`src/rtl/local_ni_if.sv`:
```
// Core- and router-facing signal bundle of the local network interface.
// The slave modport is the NI's view; the master modport is the environment
// (core plus router local port) driving it.
interface local_ni_if #(
    parameter int WD = 40
);
    logic          tx_valid;
    logic          tx_ready;
    logic [1:0]    tx_dst;
    logic [31:0]   tx_payload;
    logic          wr_en_local;
    logic [WD-1:0] wdata_local;
    logic          full_local;
    logic [WD-1:0] data_to_local;
    logic          wr_next_local_en;
    logic          next_full_local;
    logic          rx_valid;
    logic          rx_ready;
    logic [1:0]    rx_src;
    logic [2:0]    rx_seq;
    logic [31:0]   rx_payload;
    logic          rx_misroute;
    logic          rx_overflow;
    logic [15:0]   tx_cnt;
    logic [15:0]   rx_cnt;

    modport slave (
        input  tx_valid, tx_dst, tx_payload, full_local,
        input  data_to_local, wr_next_local_en, rx_ready,
        output tx_ready, wr_en_local, wdata_local, next_full_local,
        output rx_valid, rx_src, rx_seq, rx_payload,
        output rx_misroute, rx_overflow, tx_cnt, rx_cnt
    );

    modport master (
        output tx_valid, tx_dst, tx_payload, full_local,
        output data_to_local, wr_next_local_en, rx_ready,
        input  tx_ready, wr_en_local, wdata_local, next_full_local,
        input  rx_valid, rx_src, rx_seq, rx_payload,
        input  rx_misroute, rx_overflow, tx_cnt, rx_cnt
    );
endinterface

```
`src/rtl/local_ni.sv`:
```
// Local-port network interface of a mesh router node.
// TX: core payloads are framed into flits {dst,src,1,seq,payload}, queued and
//     injected into the router local FIFO one per cycle while it is not full.
// RX: flits from the router are queued for the core; next_full_local leaves
//     SKID slots of margin because the router stops one cycle late.
module local_ni #(
    parameter int         WD     = 40,
    parameter logic [1:0] MY_LOC = 2'b00,
    parameter int         TXD    = 4,
    parameter int         RXD    = 4,
    parameter int         SKID   = 2
) (
    input  logic       clk,
    input  logic       rst_n,
    local_ni_if.slave  bus
);
    localparam int TAW = $clog2(TXD);
    localparam int RAW = $clog2(RXD);
    localparam logic [TAW:0] TX_FULL_OCC = (TAW+1)'(TXD);
    localparam logic [TAW:0] TX_ONE      = (TAW+1)'(1);
    localparam logic [RAW:0] RX_FULL_OCC = (RAW+1)'(RXD);
    localparam logic [RAW:0] RX_ONE      = (RAW+1)'(1);
    localparam logic [RAW:0] RX_SKID     = (RAW+1)'(SKID);

    typedef enum logic {S_IDLE, S_SEND} tx_state_t;

    function automatic logic [15:0] sat_inc(input logic [15:0] v);
        return (v == 16'hFFFF) ? v : v + 16'd1;
    endfunction

    // TX side
    logic [WD-1:0] r_txq [TXD];
    logic [TAW:0]  r_tx_wp;
    logic [TAW:0]  r_tx_rp;
    logic [TAW:0]  w_tx_occ;
    logic          w_tx_full;
    logic          w_tx_empty;
    logic          w_tx_ready;
    logic          w_tx_push;
    logic          w_tx_pop;
    logic [2:0]    r_seq;
    logic [WD-1:0] w_tx_flit;
    tx_state_t     r_state;
    tx_state_t     w_state_next;
    logic          w_wr_en_next;
    logic          r_wr_en;
    logic [WD-1:0] r_wdata;
    logic [15:0]   r_tx_cnt;

    // RX side; the valid marker and dst are not stored, only {src,seq,payload}
    logic [36:0]   r_rxq [RXD];
    logic [RAW:0]  r_rx_wp;
    logic [RAW:0]  r_rx_rp;
    logic [RAW:0]  w_rx_occ;
    logic [RAW:0]  w_rx_occ_next;
    logic [RAW:0]  w_rx_free;
    logic          w_rx_full;
    logic          w_rx_empty;
    logic          w_rx_pop;
    logic          w_rx_wr;
    logic          w_rx_drop;
    logic          w_rx_misdst;
    logic [36:0]   w_rx_head;
    logic          r_next_full;
    logic          r_misroute;
    logic          r_overflow;
    logic [15:0]   r_rx_cnt;
    logic          w_unused_vmark;

    assign w_tx_occ   = r_tx_wp - r_tx_rp;
    assign w_tx_full  = (w_tx_occ == TX_FULL_OCC);
    assign w_tx_empty = (w_tx_occ == '0);
    // Held low while reset is asserted so the core cannot push into a queue being cleared.
    assign w_tx_ready = rst_n && !w_tx_full;
    assign w_tx_push  = bus.tx_valid && w_tx_ready;
    assign w_tx_flit  = {bus.tx_dst, MY_LOC, 1'b1, r_seq, bus.tx_payload};

    // TX FSM next state: pop and inject the head whenever the router has room.
    always_comb begin
        w_state_next = r_state;
        w_tx_pop     = 1'b0;
        w_wr_en_next = 1'b0;
        case (r_state)
            S_IDLE: begin
                if (!w_tx_empty) begin
                    w_state_next = S_SEND;
                end
            end
            S_SEND: begin
                if (!bus.full_local) begin
                    w_tx_pop     = 1'b1;
                    w_wr_en_next = 1'b1;
                    if ((w_tx_occ == TX_ONE) && !w_tx_push) begin
                        w_state_next = S_IDLE;
                    end
                end
            end
            default: w_state_next = S_IDLE;
        endcase
    end

    // TX FSM state, queue pointers and sequence number.
    always_ff @(posedge clk or negedge rst_n) begin
        if (!rst_n) begin
            r_state <= S_IDLE;
            r_tx_wp <= '0;
            r_tx_rp <= '0;
            r_seq   <= '0;
        end else begin
            r_state <= w_state_next;
            if (w_tx_push) begin
                r_tx_wp <= r_tx_wp + TX_ONE;
                r_seq   <= r_seq + 3'd1;
            end
            if (w_tx_pop) begin
                r_tx_rp <= r_tx_rp + TX_ONE;
            end
        end
    end

    // TX queue storage; flits are framed at enqueue time.
    always_ff @(posedge clk) begin
        if (w_tx_push) begin
            r_txq[r_tx_wp[TAW-1:0]] <= w_tx_flit;
        end
    end

    // Registered injection port; wdata holds its last flit while idle or blocked.
    always_ff @(posedge clk or negedge rst_n) begin
        if (!rst_n) begin
            r_wr_en  <= 1'b0;
            r_wdata  <= '0;
            r_tx_cnt <= '0;
        end else begin
            r_wr_en <= w_wr_en_next;
            if (w_wr_en_next) begin
                r_wdata  <= r_txq[r_tx_rp[TAW-1:0]];
                r_tx_cnt <= sat_inc(r_tx_cnt);
            end
        end
    end

    assign w_rx_occ      = r_rx_wp - r_rx_rp;
    assign w_rx_full     = (w_rx_occ == RX_FULL_OCC);
    assign w_rx_empty    = (w_rx_occ == '0);
    assign w_rx_pop      = !w_rx_empty && bus.rx_ready;
    // A same-cycle read frees a slot, so a full queue still accepts the write.
    assign w_rx_wr       = bus.wr_next_local_en && (!w_rx_full || w_rx_pop);
    assign w_rx_drop     = bus.wr_next_local_en && w_rx_full && !w_rx_pop;
    assign w_rx_misdst   = bus.wr_next_local_en && (bus.data_to_local[39:38] != MY_LOC);
    assign w_rx_occ_next = w_rx_occ + (RAW+1)'(w_rx_wr) - (RAW+1)'(w_rx_pop);
    assign w_rx_free     = RX_FULL_OCC - w_rx_occ_next;
    assign w_rx_head     = r_rxq[r_rx_rp[RAW-1:0]];
    assign w_unused_vmark = bus.data_to_local[35];

    // RX queue pointers.
    always_ff @(posedge clk or negedge rst_n) begin
        if (!rst_n) begin
            r_rx_wp <= '0;
            r_rx_rp <= '0;
        end else begin
            if (w_rx_wr) begin
                r_rx_wp <= r_rx_wp + RX_ONE;
            end
            if (w_rx_pop) begin
                r_rx_rp <= r_rx_rp + RX_ONE;
            end
        end
    end

    // RX queue storage.
    always_ff @(posedge clk) begin
        if (w_rx_wr) begin
            r_rxq[r_rx_wp[RAW-1:0]] <= {bus.data_to_local[37:36],
                                        bus.data_to_local[34:32],
                                        bus.data_to_local[31:0]};
        end
    end

    // RX backpressure with skid margin, sticky error flags and receive counter.
    always_ff @(posedge clk or negedge rst_n) begin
        if (!rst_n) begin
            r_next_full <= 1'b0;
            r_misroute  <= 1'b0;
            r_overflow  <= 1'b0;
            r_rx_cnt    <= '0;
        end else begin
            r_next_full <= (w_rx_free <= RX_SKID);
            if (w_rx_misdst) begin
                r_misroute <= 1'b1;
            end
            if (w_rx_drop) begin
                r_overflow <= 1'b1;
            end
            if (w_rx_wr) begin
                r_rx_cnt <= sat_inc(r_rx_cnt);
            end
        end
    end

    assign bus.tx_ready        = w_tx_ready;
    assign bus.wr_en_local     = r_wr_en;
    assign bus.wdata_local     = r_wdata;
    assign bus.tx_cnt          = r_tx_cnt;
    assign bus.next_full_local = r_next_full;
    assign bus.rx_valid        = !w_rx_empty;
    assign bus.rx_src          = w_rx_head[36:35];
    assign bus.rx_seq          = w_rx_head[34:32];
    assign bus.rx_payload      = w_rx_head[31:0];
    assign bus.rx_misroute     = r_misroute;
    assign bus.rx_overflow     = r_overflow;
    assign bus.rx_cnt          = r_rx_cnt;
endmodule

```
`src/flat_wrapper.sv`:
```
// flat-port wrapper written by rule: the top's interface ports become plain ports
module local_ni_flat 
#(
    parameter int         WD     = 40,
    parameter logic [1:0] MY_LOC = 2'b00,
    parameter int         TXD    = 4,
    parameter int         RXD    = 4,
    parameter int         SKID   = 2
)
  (clk, rst_n, bus_tx_valid, bus_tx_dst, bus_tx_payload, bus_full_local, bus_data_to_local, bus_wr_next_local_en, bus_rx_ready, bus_tx_ready, bus_wr_en_local, bus_wdata_local, bus_next_full_local, bus_rx_valid, bus_rx_src, bus_rx_seq, bus_rx_payload, bus_rx_misroute, bus_rx_overflow, bus_tx_cnt, bus_rx_cnt);
  local_ni_if #(.WD(WD)) bus_i ();
  input  logic clk;
  input  logic rst_n;
  input wire logic [$bits(bus_i.tx_valid)-1:0] bus_tx_valid;
  input wire logic [$bits(bus_i.tx_dst)-1:0] bus_tx_dst;
  input wire logic [$bits(bus_i.tx_payload)-1:0] bus_tx_payload;
  input wire logic [$bits(bus_i.full_local)-1:0] bus_full_local;
  input wire logic [$bits(bus_i.data_to_local)-1:0] bus_data_to_local;
  input wire logic [$bits(bus_i.wr_next_local_en)-1:0] bus_wr_next_local_en;
  input wire logic [$bits(bus_i.rx_ready)-1:0] bus_rx_ready;
  output wire logic [$bits(bus_i.tx_ready)-1:0] bus_tx_ready;
  output wire logic [$bits(bus_i.wr_en_local)-1:0] bus_wr_en_local;
  output wire logic [$bits(bus_i.wdata_local)-1:0] bus_wdata_local;
  output wire logic [$bits(bus_i.next_full_local)-1:0] bus_next_full_local;
  output wire logic [$bits(bus_i.rx_valid)-1:0] bus_rx_valid;
  output wire logic [$bits(bus_i.rx_src)-1:0] bus_rx_src;
  output wire logic [$bits(bus_i.rx_seq)-1:0] bus_rx_seq;
  output wire logic [$bits(bus_i.rx_payload)-1:0] bus_rx_payload;
  output wire logic [$bits(bus_i.rx_misroute)-1:0] bus_rx_misroute;
  output wire logic [$bits(bus_i.rx_overflow)-1:0] bus_rx_overflow;
  output wire logic [$bits(bus_i.tx_cnt)-1:0] bus_tx_cnt;
  output wire logic [$bits(bus_i.rx_cnt)-1:0] bus_rx_cnt;
  assign bus_i.tx_valid = bus_tx_valid;
  assign bus_i.tx_dst = bus_tx_dst;
  assign bus_i.tx_payload = bus_tx_payload;
  assign bus_i.full_local = bus_full_local;
  assign bus_i.data_to_local = bus_data_to_local;
  assign bus_i.wr_next_local_en = bus_wr_next_local_en;
  assign bus_i.rx_ready = bus_rx_ready;
  assign bus_tx_ready = bus_i.tx_ready;
  assign bus_wr_en_local = bus_i.wr_en_local;
  assign bus_wdata_local = bus_i.wdata_local;
  assign bus_next_full_local = bus_i.next_full_local;
  assign bus_rx_valid = bus_i.rx_valid;
  assign bus_rx_src = bus_i.rx_src;
  assign bus_rx_seq = bus_i.rx_seq;
  assign bus_rx_payload = bus_i.rx_payload;
  assign bus_rx_misroute = bus_i.rx_misroute;
  assign bus_rx_overflow = bus_i.rx_overflow;
  assign bus_tx_cnt = bus_i.tx_cnt;
  assign bus_rx_cnt = bus_i.rx_cnt;
  local_ni #(.WD(WD), .MY_LOC(MY_LOC), .TXD(TXD), .RXD(RXD), .SKID(SKID)) u_core (.clk(clk), .rst_n(rst_n), .bus(bus_i));
endmodule
```
`config.mk`:
```
export PLATFORM = sky130hd
export DESIGN_NAME = local_ni_flat
export DESIGN_NICKNAME = d
export VERILOG_FILES = /design/src/rtl/local_ni_if.sv /design/src/rtl/local_ni.sv /design/src/flat_wrapper.sv
export SDC_FILE = /design/constraint.sdc
export NUM_CORES = 1
export LEC_CHECK = 0
export CAP_MARGIN = 20
export CORE_MARGIN = 4
export CORE_UTILIZATION = 59
export DETAILED_ROUTE_END_ITERATION = 6
export PLACE_DENSITY = 0.85
export SLEW_MARGIN = 20
export SYNTH_ARGS = -nofsm -noshare
export SYNTH_HDL_FRONTEND = slang
export SYNTH_SLANG_ARGS = --single-unit
```
`constraint.sdc`:
```
create_clock -name clk -period 9.2 [get_ports clk]
set_clock_uncertainty 0.1 [all_clocks]
set_input_delay 1.84 -clock clk [delete_from_list [all_inputs] [get_ports clk]]
set_output_delay 1.84 -clock clk [all_outputs]
set_load 0.02 [all_outputs]
```
==> results.toml <==
[routing]
drt_iter0_drc = 691
wl_per_cell_um = 22.6
viasPerCell = 5.76
drt-total-wl_um = 30500
drcViolationCount = 0
drtAntennaViolNets = 0
first_pass_iters = 6
num_vias = 7777

[clock_tree]
cts.path.max_buffers = 3
root_buffer = "clkbuf_16"
clk_pin_slew_ps = 60
tritoncts = "yes"
cts_sinks = 386
htree_levels = 2
postCtsSetupBuffers = 0
cts-resized-gates = 0
holdBufCountCts = 0
cts_buffers = 38
clock_latency_ps = 510

[power]
p_leak_nw = 6.57
peakVddDrop_mv = 0.239
p_per_area_nw_per_um2 = 329

[floorplan]
fp.dieW_um = 167
initial_core_util = 0.606
die-area_sq_um = 27800
num_rows = 57
ioPinCount = 195
die_h_um = 167
coreArea_sq_um = 24500

[grt]
antenna_found_initial = 1
grt_pass1_wl_um = 48100
globalRouteTotalUtil = 0.221
grt_max_degree = 66
grt_overflow = 0
first_global_vias = 8265

[worst_setup_path]
cp.arrival_ps = 3080
path_class = "primary input to primary output"
required_ps = 7260
crit_path_start = "rst_n"
critPathMaxFanout = 28
timing.rr.start = "u_core.r_rx_rp[1]$_DFFE_PN0P_"
start_kind = "primary input"
cp-end-kind = "primary output"

[sta]
period_share = 0.546
setup_tns_ps = 0
setup_viol = 0
slew_headroom = 0.299
rsz0062_at_grt = "false"
fmax_mhz = 199
hold_violations = 0
fin_crit_ps = 5020
max_slew.worst_pin.slew_ps = 1050
drv_slew = 0

[yosys]
synth_seq_cells = 386
synth-seq-area-share = 0.749
netlist_instances = 790
synth_edf_count = 296
synthFlopType = "edfxtp_1"
synth.distinct_cells = 46
postSynth.asyncResetShare = 0.233
ys.warnings.count = 0
syn_area_sq_um = 14900
syn_avg_cell_area_sq_um = 18.8

[final_layout]
syn_to_final_growth_pct = 23.0
final_cell_area_sq_um = 18300
n_fill_cell = 1410
drive_above_1_share = 0.166
nets = 1097
multi_input_comb_area_sq_um = 3550
ff_latch_area_sq_um = 11100

[run]
maxCapViolCount = 0

[place]
dp_hpwl_um = 18100
portBuffers = 191
place_congestion = 0.778
post_dp_cell_area_sq_um = 17100

[outcome]
status = "complete, no violations"

[worst_hold_path]
hold_class = "flip-flop to flip-flop"
hp-start = "u_core.bus.rx_overflow$_DFFE_PN0P_"
[Yosys cell counts, types with 5 or more instances]
master / number / share of area
mux4_2: 74 / 0.11
dfrtp_1: 90 / 0.15
nand4_1: 13 / 0.0055
and2_1: 9 / 0.0038
nor4_2: 7 / 0.0059
xnor2_1: 16 / 0.0094
nor4_1: 5 / 0.0021
ha_1: 16 / 0.013
nand2_1: 131 / 0.033
xor2_1: 22 / 0.013
inv_1: 9 / 0.0023
nor2_1: 5 / 0.0013
nor3_1: 5 / 0.0017
edfxtp_1: 296 / 0.60
buf_2: 7 / 0.0024
nand3_1: 14 / 0.0047
clkbuf_1: 19 / 0.0048
[final timing paths]
kind                       slack (ps)  cells past startpoint                            endpoint
max in group asynchronous        6570                      2       u_core.r_tx_rp[0]$_DFFE_PN0P_
max                              4180                      4                        bus_tx_ready
min reg2reg                       360                      1  u_core.bus.rx_overflow$_DFFE_PN0P_
min                               360                      1  u_core.bus.rx_overflow$_DFFE_PN0P_
max reg2reg                      5860                      4       u_core.r_rxq[3][31]$_DFFE_PP_
min in group asynchronous        1170                      1    u_core.bus.rx_cnt[1]$_DFFE_PN0P_
[metrics by stage]
step	hold slack [ps]	worst slack (ps)	std cells	utilization	total power, W
2_1_floorplan	347	5030	791	-	0.00375
3_3_place_gp	341	4140	1282	0.697	0.00451
3_5_place_dp	348	4160	1282	0.697	0.00458
4_1_cts	357	4160	1350	0.746	0.00607
5_1_grt	376	4050	1351	0.746	0.00631
6_report	360	4180	1351	0.746	0.00601
[kinds of logic (layout without fill, tap and decap cells)]
logic type,after synthesis,in the layout,synth area share
adders and majority gates,19,19,0.0175
buffers and inverters,41,276,0.0129
muxes,79,79,0.116
and+or+nand+nor,210,210,0.0710
xor gates and xnor gates,40,40,0.0256
DFF,386,386,0.749
AOI/OAI and AO/OA,14,14,0.00715
other,1,3,0.000252
[routing by layer]
layer / up-vias / track usage / part of all wire
li1: 3445 / - / -
met1: 3983 / 0.299 / 0.40
met2: 290 / 0.373 / 0.52
met3: 59 / 0.0450 / 0.061
met4: 0 / 0.0647 / 0.025
met5: - / 0 / 0
[cell usage in the layout, fill, tap and decap left out, types with 6 or more instances in the layout]
master,netlist,layout
and2_2,0,8
buf_4,2,7
clkbuf_1,19,11
clkbuf_16,0,39
clkdlybuf4s50_1,0,190
clkinv_1,1,6
dfrtp_1,90,86
edfxtp_1,296,296
ha_1,16,16
inv_1,9,9
mux4_2,74,74
nand2_1,131,131
nand3_1,14,14
nand4_1,13,13
nor4_2,7,7
xnor2_1,16,16
xor2_1,22,22
[critical path, stage by stage]
cell             delay, ps
buf_4                  340
inv_1                   80
a31oi_1                180
clkdlybuf4s50_1        640
[registers in the layout, summed over array words and instances, names as in the netlist]
| name | flops |
|---|---|
| u_core.r_tx_wp | 3 |
| u_core.r_seq | 3 |
| u_core.r_rx_wp | 3 |
| u_core.r_state | 1 |
| u_core.bus.rx_misroute | 1 |
| u_core.bus.wdata_local | 38 |
| u_core.bus.next_full_local | 1 |
| u_core.r_tx_rp | 3 |
| u_core.bus.rx_overflow | 1 |
| u_core.r_rxq | 148 |
| u_core.r_txq | 148 |
| u_core.r_rx_rp | 3 |
| u_core.bus.tx_cnt | 16 |
| u_core.bus.rx_cnt | 16 |
| u_core.bus.wr_en_local | 1 |
[layout make-up]
| type | count | area share |
|---|---|---|
| Clock inverter | 15 | 0.00704 |
| Timing Repair Buffer | 197 | 0.107 |
| Tap cell | 324 | 0.0222 |
| Inverter | 11 | 0.00253 |
| Sequential cell | 386 | 0.609 |
| Clock buffer | 53 | 0.0579 |
| Antenna cell | 1 | 0.000137 |
| Multi-Input combinational cell | 364 | 0.194 |
[report_power, final]
part           internal [W]  switching (W)  leakage [nW]
sequential          0.00231       0.000229          3.80
combinational      0.000954        0.00105          2.19
clock              0.000861       0.000615         0.580
(Power assumes the default switching activity.)
